### src/rtl/hazard_pkg.sv
// Shared types and constants for the pipeline hazard controller.
package hazard_pkg;

  localparam int unsigned REG_W  = 5;
  localparam int unsigned INIT_W = 4;

  // X31 reads as zero, so it can never carry a load result
  localparam logic [REG_W-1:0] XZR = 5'd31;

  typedef enum logic [1:0] {
    INIT     = 2'd0,
    RUN      = 2'd1,
    MEM_WAIT = 2'd2
  } state_t;

  // Bundle of every pipeline enable this block drives
  typedef struct packed {
    logic pc_en;
    logic ifid_en;
    logic ifid_flush;
    logic idex_flush;
    logic pipe_freeze;
    logic id_branch_ok;
  } ctrl_t;

  localparam ctrl_t CTRL_INIT = '{pc_en: 1'b0, ifid_en: 1'b0, ifid_flush: 1'b1,
                                  idex_flush: 1'b1, pipe_freeze: 1'b0, id_branch_ok: 1'b0};
  localparam ctrl_t CTRL_MEMWAIT = '{pc_en: 1'b0, ifid_en: 1'b0, ifid_flush: 1'b0,
                                     idex_flush: 1'b0, pipe_freeze: 1'b1, id_branch_ok: 1'b0};
  localparam ctrl_t CTRL_EX_BRANCH = '{pc_en: 1'b1, ifid_en: 1'b1, ifid_flush: 1'b1,
                                       idex_flush: 1'b1, pipe_freeze: 1'b0, id_branch_ok: 1'b0};
  localparam ctrl_t CTRL_LOAD_USE = '{pc_en: 1'b0, ifid_en: 1'b0, ifid_flush: 1'b0,
                                      idex_flush: 1'b1, pipe_freeze: 1'b0, id_branch_ok: 1'b0};
  localparam ctrl_t CTRL_ID_BRANCH = '{pc_en: 1'b1, ifid_en: 1'b1, ifid_flush: 1'b1,
                                       idex_flush: 1'b0, pipe_freeze: 1'b0, id_branch_ok: 1'b1};
  localparam ctrl_t CTRL_RUN = '{pc_en: 1'b1, ifid_en: 1'b1, ifid_flush: 1'b0,
                                 idex_flush: 1'b0, pipe_freeze: 1'b0, id_branch_ok: 1'b0};

endpackage

### src/rtl/sat_counter.sv
// Saturating event counter: counts enabled cycles, sticks at all-ones.
//   clk, rst_n : clock, async active-low reset
//   en         : count this cycle
//   count      : current value
module sat_counter #(
  parameter int unsigned W = 32
) (
  input  logic         clk,
  input  logic         rst_n,
  input  logic         en,
  output logic [W-1:0] count
);

  always_ff @(posedge clk or negedge rst_n) begin
    if (!rst_n) begin
      count <= '0;
    end else if (en && (count != '1)) begin
      count <= count + W'(1);
    end
  end

endmodule

### src/rtl/hazard_controller.sv
// Pipeline sequencing controller: load-use stalls, branch squashes, memory
// freeze and post-reset drain for the 5-stage core. Control outputs are
// combinational from state and inputs; counters and mem_timeout are registered.
//   clk, reset            : clock, async active-low reset
//   id_*                  : decode-stage operand/branch info
//   ex_*                  : execute-stage load/branch info
//   mem_req, dmem_ready   : data memory handshake
//   pc_en .. id_branch_ok : pipeline enables / flushes / freeze
//   mem_timeout           : sticky long-wait error
//   stall/flush/wait_count: saturating performance counters
module hazard_controller
  import hazard_pkg::*;
#(
  parameter int unsigned INIT_CYCLES = 4,
  parameter int unsigned MEM_TIMEOUT = 255,
  parameter int unsigned CNT_W       = 32
) (
  input  logic             clk,
  input  logic             reset,
  input  logic [REG_W-1:0] id_rs1,
  input  logic [REG_W-1:0] id_reg2,
  input  logic             id_use_rs1,
  input  logic             id_use_reg2,
  input  logic             id_branch_taken,
  input  logic [REG_W-1:0] ex_rd,
  input  logic             ex_MemRead,
  input  logic             ex_branch_taken,
  input  logic             mem_req,
  input  logic             dmem_ready,
  output logic             pc_en,
  output logic             ifid_en,
  output logic             ifid_flush,
  output logic             idex_flush,
  output logic             pipe_freeze,
  output logic             id_branch_ok,
  output logic             mem_timeout,
  output logic [CNT_W-1:0] stall_count,
  output logic [CNT_W-1:0] flush_count,
  output logic [CNT_W-1:0] wait_count
);

  localparam int unsigned TW = (MEM_TIMEOUT > 0) ? $clog2(MEM_TIMEOUT + 1) : 1;

  state_t            state, state_nxt;
  ctrl_t             ctrl;
  logic [INIT_W-1:0] init_cnt;
  logic [TW-1:0]     wait_cnt;
  logic [TW:0]       wait_inc;
  logic              memwait, loaduse, active;
  logic              stall_en, flush_en, wait_en;

  assign memwait = mem_req & ~dmem_ready;
  assign loaduse = ex_MemRead & (ex_rd != XZR) &
                   ((id_use_rs1 & (id_rs1 == ex_rd)) | (id_use_reg2 & (id_reg2 == ex_rd)));
  assign active  = (state != INIT);

  // State register
  always_ff @(posedge clk or negedge reset) begin
    if (!reset) begin
      state <= INIT;
    end else begin
      state <= state_nxt;
    end
  end

  // Next state and prioritised control outputs
  always_comb begin
    state_nxt = state;
    ctrl      = CTRL_INIT;
    stall_en  = 1'b0;
    case (state)
      INIT: begin
        if (init_cnt == INIT_W'(INIT_CYCLES - 1)) state_nxt = RUN;
      end
      RUN, MEM_WAIT: begin
        state_nxt = RUN;
        if (memwait) begin
          ctrl      = CTRL_MEMWAIT;
          state_nxt = MEM_WAIT;
        end else if (ex_branch_taken) begin
          ctrl = CTRL_EX_BRANCH;
        end else if (loaduse) begin
          ctrl     = CTRL_LOAD_USE;
          stall_en = 1'b1;
        end else if (id_branch_taken) begin
          ctrl = CTRL_ID_BRANCH;
        end else begin
          ctrl = CTRL_RUN;
        end
      end
      default: state_nxt = INIT;
    endcase
  end

  assign pc_en        = ctrl.pc_en;
  assign ifid_en      = ctrl.ifid_en;
  assign ifid_flush   = ctrl.ifid_flush;
  assign idex_flush   = ctrl.idex_flush;
  assign pipe_freeze  = ctrl.pipe_freeze;
  assign id_branch_ok = ctrl.id_branch_ok;

  // Post-reset drain length
  always_ff @(posedge clk or negedge reset) begin
    if (!reset) begin
      init_cnt <= '0;
    end else if (state == INIT) begin
      init_cnt <= init_cnt + INIT_W'(1);
    end
  end

  // Consecutive memory-wait tracking; counter parks at the limit once hit
  assign wait_inc = {1'b0, wait_cnt} + (TW + 1)'(1);

  always_ff @(posedge clk or negedge reset) begin
    if (!reset) begin
      wait_cnt    <= '0;
      mem_timeout <= 1'b0;
    end else if (wait_en) begin
      if ((MEM_TIMEOUT != 0) && (wait_inc >= (TW + 1)'(MEM_TIMEOUT))) begin
        wait_cnt    <= TW'(MEM_TIMEOUT);
        mem_timeout <= 1'b1;
      end else begin
        wait_cnt <= wait_inc[TW-1:0];
      end
    end else begin
      wait_cnt <= '0;
    end
  end

  assign flush_en = active & ctrl.ifid_flush;
  assign wait_en  = active & memwait;

  sat_counter #(.W(CNT_W)) u_stall_cnt (
    .clk(clk), .rst_n(reset), .en(stall_en), .count(stall_count)
  );

  sat_counter #(.W(CNT_W)) u_flush_cnt (
    .clk(clk), .rst_n(reset), .en(flush_en), .count(flush_count)
  );

  sat_counter #(.W(CNT_W)) u_wait_cnt (
    .clk(clk), .rst_n(reset), .en(wait_en), .count(wait_count)
  );

endmodule

### config.mk
export PLATFORM = sky130hd
export DESIGN_NAME = hazard_controller
export DESIGN_NICKNAME = d
export VERILOG_FILES = /design/src/rtl/hazard_pkg.sv /design/src/rtl/sat_counter.sv /design/src/rtl/hazard_controller.sv
export SDC_FILE = /design/constraint.sdc
export NUM_CORES = 1
export LEC_CHECK = 0
export CAP_MARGIN = 0
export CORE_AREA = 2 2 125 127
export DETAILED_ROUTE_END_ITERATION = 12
export DIE_AREA = 0 0 127 129
export PLACE_DENSITY = 0.65
export SYNTH_ARGS = -nofsm -noshare
export SYNTH_HDL_FRONTEND = slang
export SYNTH_HIERARCHICAL = 1
export SYNTH_SLANG_ARGS = --single-unit
### constraint.sdc
create_clock -name clk -period 7.4 [get_ports clk]
set_input_delay 1.85 -clock clk [delete_from_list [all_inputs] [get_ports clk]]
set_output_delay 1.85 -clock clk [all_outputs]
set_load 0.02 [all_outputs]
==> impl_metrics.json <==
{
  "status": "finished, final reports clean",
  "syn_nets": 595,
  "ys_async_sr_fraction": 1.00,
  "period_needed_ps": 5930,
  "clockBufferDepth": 2,
  "netlist_instances": 563,
  "vias": 4873,
  "path_class": "in -> out",
  "maxSlewHeadroom": 0.188,
  "crit_path_start_kind": "primary input",
  "wl_met2_microns": 7040,
  "grt_pass1_vias": 4959,
  "whs_path_depth": 1,
  "synth_edf_count": 0,
  "rows": 45,
  "syn_to_final_growth_pct": 28.7,
  "max_freq_mhz": 169,
  "powerDensity_nw_per_um2": 206,
  "synth.avg_cell_area_sq_um": 10.5,
  "synth-xor-area-share": 0.154,
  "synth_compound_area_frac": 0.0523,
  "cp.arrival_ps": 4080,
  "peakVddDrop_mv": 0.0997,
  "netlist_area_sq_um": 5910,
  "drtIter0Drc": 275,
  "route.layer.met1.wl_microns": 6700,
  "cp-end-kind": "primary output",
  "met3_length_microns": 659,
  "synth_top_family_by_area": "simple AND/OR/NAND/NOR gates",
  "register_area_sq_um": 2780,
  "remaining_drc_errors": 0,
  "die_area_sq_um": 16400,
  "dieWidth_microns": 127,
  "synth_mux_area_frac": 0.0172,
  "synthSimpleGateAreaFrac": 0.272,
  "crit_required_ps": 5550,
  "final_layout_size_suffix_gt1_frac": 0.0802,
  "rr_startpoint": "state[0]",
  "drt_first_pass_iters": 4,
  "grt_first_pass_wirelength_microns": 24400,
  "track_usage": 0.184,
  "routabilityCongestion": 0.854,
  "antenna_found_initial": 0,
  "ys_seq_area_frac": 0.470,
  "post_drt_wl_per_cell_microns": 16.6,
  "setup_ws_ps": 1470,
  "synth_fa_ha_area_frac": 0.0169,
  "detail-route-antenna-nets": 0,
  "slew_violations": 0,
  "setup_violations": 0,
  "hold_end": "init_cnt[3]",
  "rr_worst_depth": 9,
  "clock_sinks": 111,
  "cts_hold_buf": 0,
  "synth_ff_type": "dfrtp_1",
  "clk_latency_ps": 350,
  "clk_pin_slew_ps": 70,
  "hold_path_class": "reg -> reg",
  "grt_max_degree": 59,
  "h-tree-depth": 3,
  "wl_microns": 14700,
  "r2r-end": "u_stall_cnt/count[29]",
  "core_area_sq_um": 15000,
  "nets": 725,
  "hp-start": "init_cnt[3]",
  "regToRegSetupSlack_ps": 4090,
  "cts-root-buf": "clkbuf_16",
  "finalClockSkew_ps": 6.37,
  "pre_cts_ws_ps": 1510,
  "top_layer": "met4",
  "multi_input_area_sq_um": 3030,
  "finalCritPeriodShare": 0.801,
  "fp.dieH_microns": 129,
  "dp_hpwl_microns": 10800,
  "hold_viol": 0,
  "initial_core_util": 0.395,
  "rsz0062_at_grt": "no",
  "synth_cell_types": 52,
  "worst_pin_slew_ps": 1210,
  "synth_warnings": 6,
  "portBuffers": 126,
  "tns_ps": 0,
  "p_leak_nw": 3.03,
  "crit_fanout": 6,
  "fillers": 1389,
  "cts_resized": 0,
  "cts_buffers": 9,
  "drv_cap": 0,
  "ios": 127,
  "cts_tree": "built",
  "gr-total-overflow": 0,
  "postCtsSetupBuffers": 0,
  "ys_seq_elements": 111,
  "viasPerCell": 5.50,
  "diodes": 0
}
-- report_power, final --
part	switching (mW)	internal [mW]
Clock	0.211	0.229
Combinational	0.212	0.188
Sequential	0.0680	0.659
Total	0.491	1.08
-- through the flow --
stage / total power [mW] / instances / instance area [sq um] / util / hold slack [ps]
floorplan: 0.970 / 563 / 5910 / - / 446
CTS: 1.58 / 886 / 7600 / 0.508 / 485
finish: 1.57 / 886 / 7600 / 0.508 / 483
detailed placement: 1.14 / 870 / 7350 / 0.491 / 472
global placement: 1.12 / 870 / 7350 / 0.491 / 463
global route: 1.65 / 886 / 7600 / 0.508 / 493
-- area by class of cell --
cell class	instances	share of cell area
clock buffers	15	0.0326
multi-input cells	433	0.399
flip-flops and latches	111	0.365
clock inverters	1	0.000658
inverters	11	0.00543
well taps	188	0.0309
repair buffers	127	0.167
-- synthesized netlist by cell type, types with 2 or more instances --
cell type / n / area (sq um)
dfrtp_1: 111 / 2780
xnor2_1: 86 / 753
nand2_1: 58 / 218
nand3_1: 48 / 240
nand4_1: 48 / 300
nor2_1: 32 / 120
xor2_1: 18 / 158
a21oi_1: 15 / 75.1
and4_1: 12 / 105
inv_1: 11 / 41.3
nor3_1: 11 / 55.1
nor4_1: 10 / 62.6
ha_1: 8 / 100
and3_1: 7 / 43.8
mux2_2: 6 / 67.6
nor3_2: 6 / 60.1
o211ai_1: 6 / 45.0
or4_4: 6 / 67.6
a31oi_1: 4 / 25.0
nand3_2: 4 / 40.0
buf_6: 3 / 33.8
clkbuf_1: 3 / 11.3
mux2_1: 3 / 33.8
nand2_2: 3 / 18.8
nand3b_1: 3 / 22.5
nand4_2: 3 / 37.5
nor2b_1: 3 / 18.8
nor4_2: 3 / 37.5
nor4_4: 3 / 63.8
o31ai_4: 3 / 63.8
buf_4: 2 / 15.0
nand2b_1: 2 / 12.5
o21ai_0: 2 / 10.0
or2_1: 2 / 12.5
-- metal layers --
metal  GRT usage  up-vias
met5           0        -
li1            -     2291
met3      0.0353       27
met1       0.238     2404
met4      0.0782        0
met2       0.304      151
-- critical path, stage by stage --
cell	delay [ps]
clkdlybuf4s50_1	560
nand3_1	110
o21ai_1	360
inv_1	120
a2111oi_2	400
clkdlybuf4s50_1	680
-- cell usage in the layout (no fill, tap or decap), types with 4 or more instances in the layout --
| cell type | count |
|---|---|
| clkdlybuf4s50_1 | 125 |
| dfrtp_1 | 111 |
| xnor2_1 | 86 |
| nand2_1 | 58 |
| nand4_1 | 48 |
| nand3_1 | 48 |
| nor2_1 | 32 |
| xor2_1 | 18 |
| a21oi_1 | 15 |
| and4_1 | 12 |
| inv_1 | 11 |
| nor3_1 | 11 |
| nor4_1 | 10 |
| clkbuf_16 | 9 |
| ha_1 | 8 |
| and3_1 | 7 |
| mux2_2 | 6 |
| clkbuf_1 | 6 |
| or4_4 | 6 |
| nor3_2 | 6 |
| o211ai_1 | 6 |
| nand3_2 | 4 |
| a31oi_1 | 4 |
-- worst max path at each step --
| stage | start | end | depth (start not counted) |
|---|---|---|---|
| floorplan | dmem_ready | idex_flush | 4 |
| global placement | ex_rd[2] | id_branch_ok | 6 |
| detailed placement | ex_rd[0] | id_branch_ok | 6 |
| CTS | ex_rd[0] | id_branch_ok | 6 |
| global route | ex_rd[3] | id_branch_ok | 6 |
| finish | ex_rd[2] | id_branch_ok | 6 |
-- state kept, by name, indices dropped and copies added, names as in the netlist --
register	cells
u_stall_cnt/count	32
init_cnt	4
mem_timeout	1
state	2
u_flush_cnt/count	32
u_wait_cnt/count	32
wait_cnt	8
-- kinds of logic after synthesis --
| kind of cell | count (synthesis) |
|---|---|
| compound gates | 40 |
| mux | 9 |
| flops | 111 |
| fa+ha+maj | 8 |
| simple gates | 272 |
| xor+xnor | 104 |
| buf+inv | 19 |
Note: power is estimated with default switching activity, not from simulation.
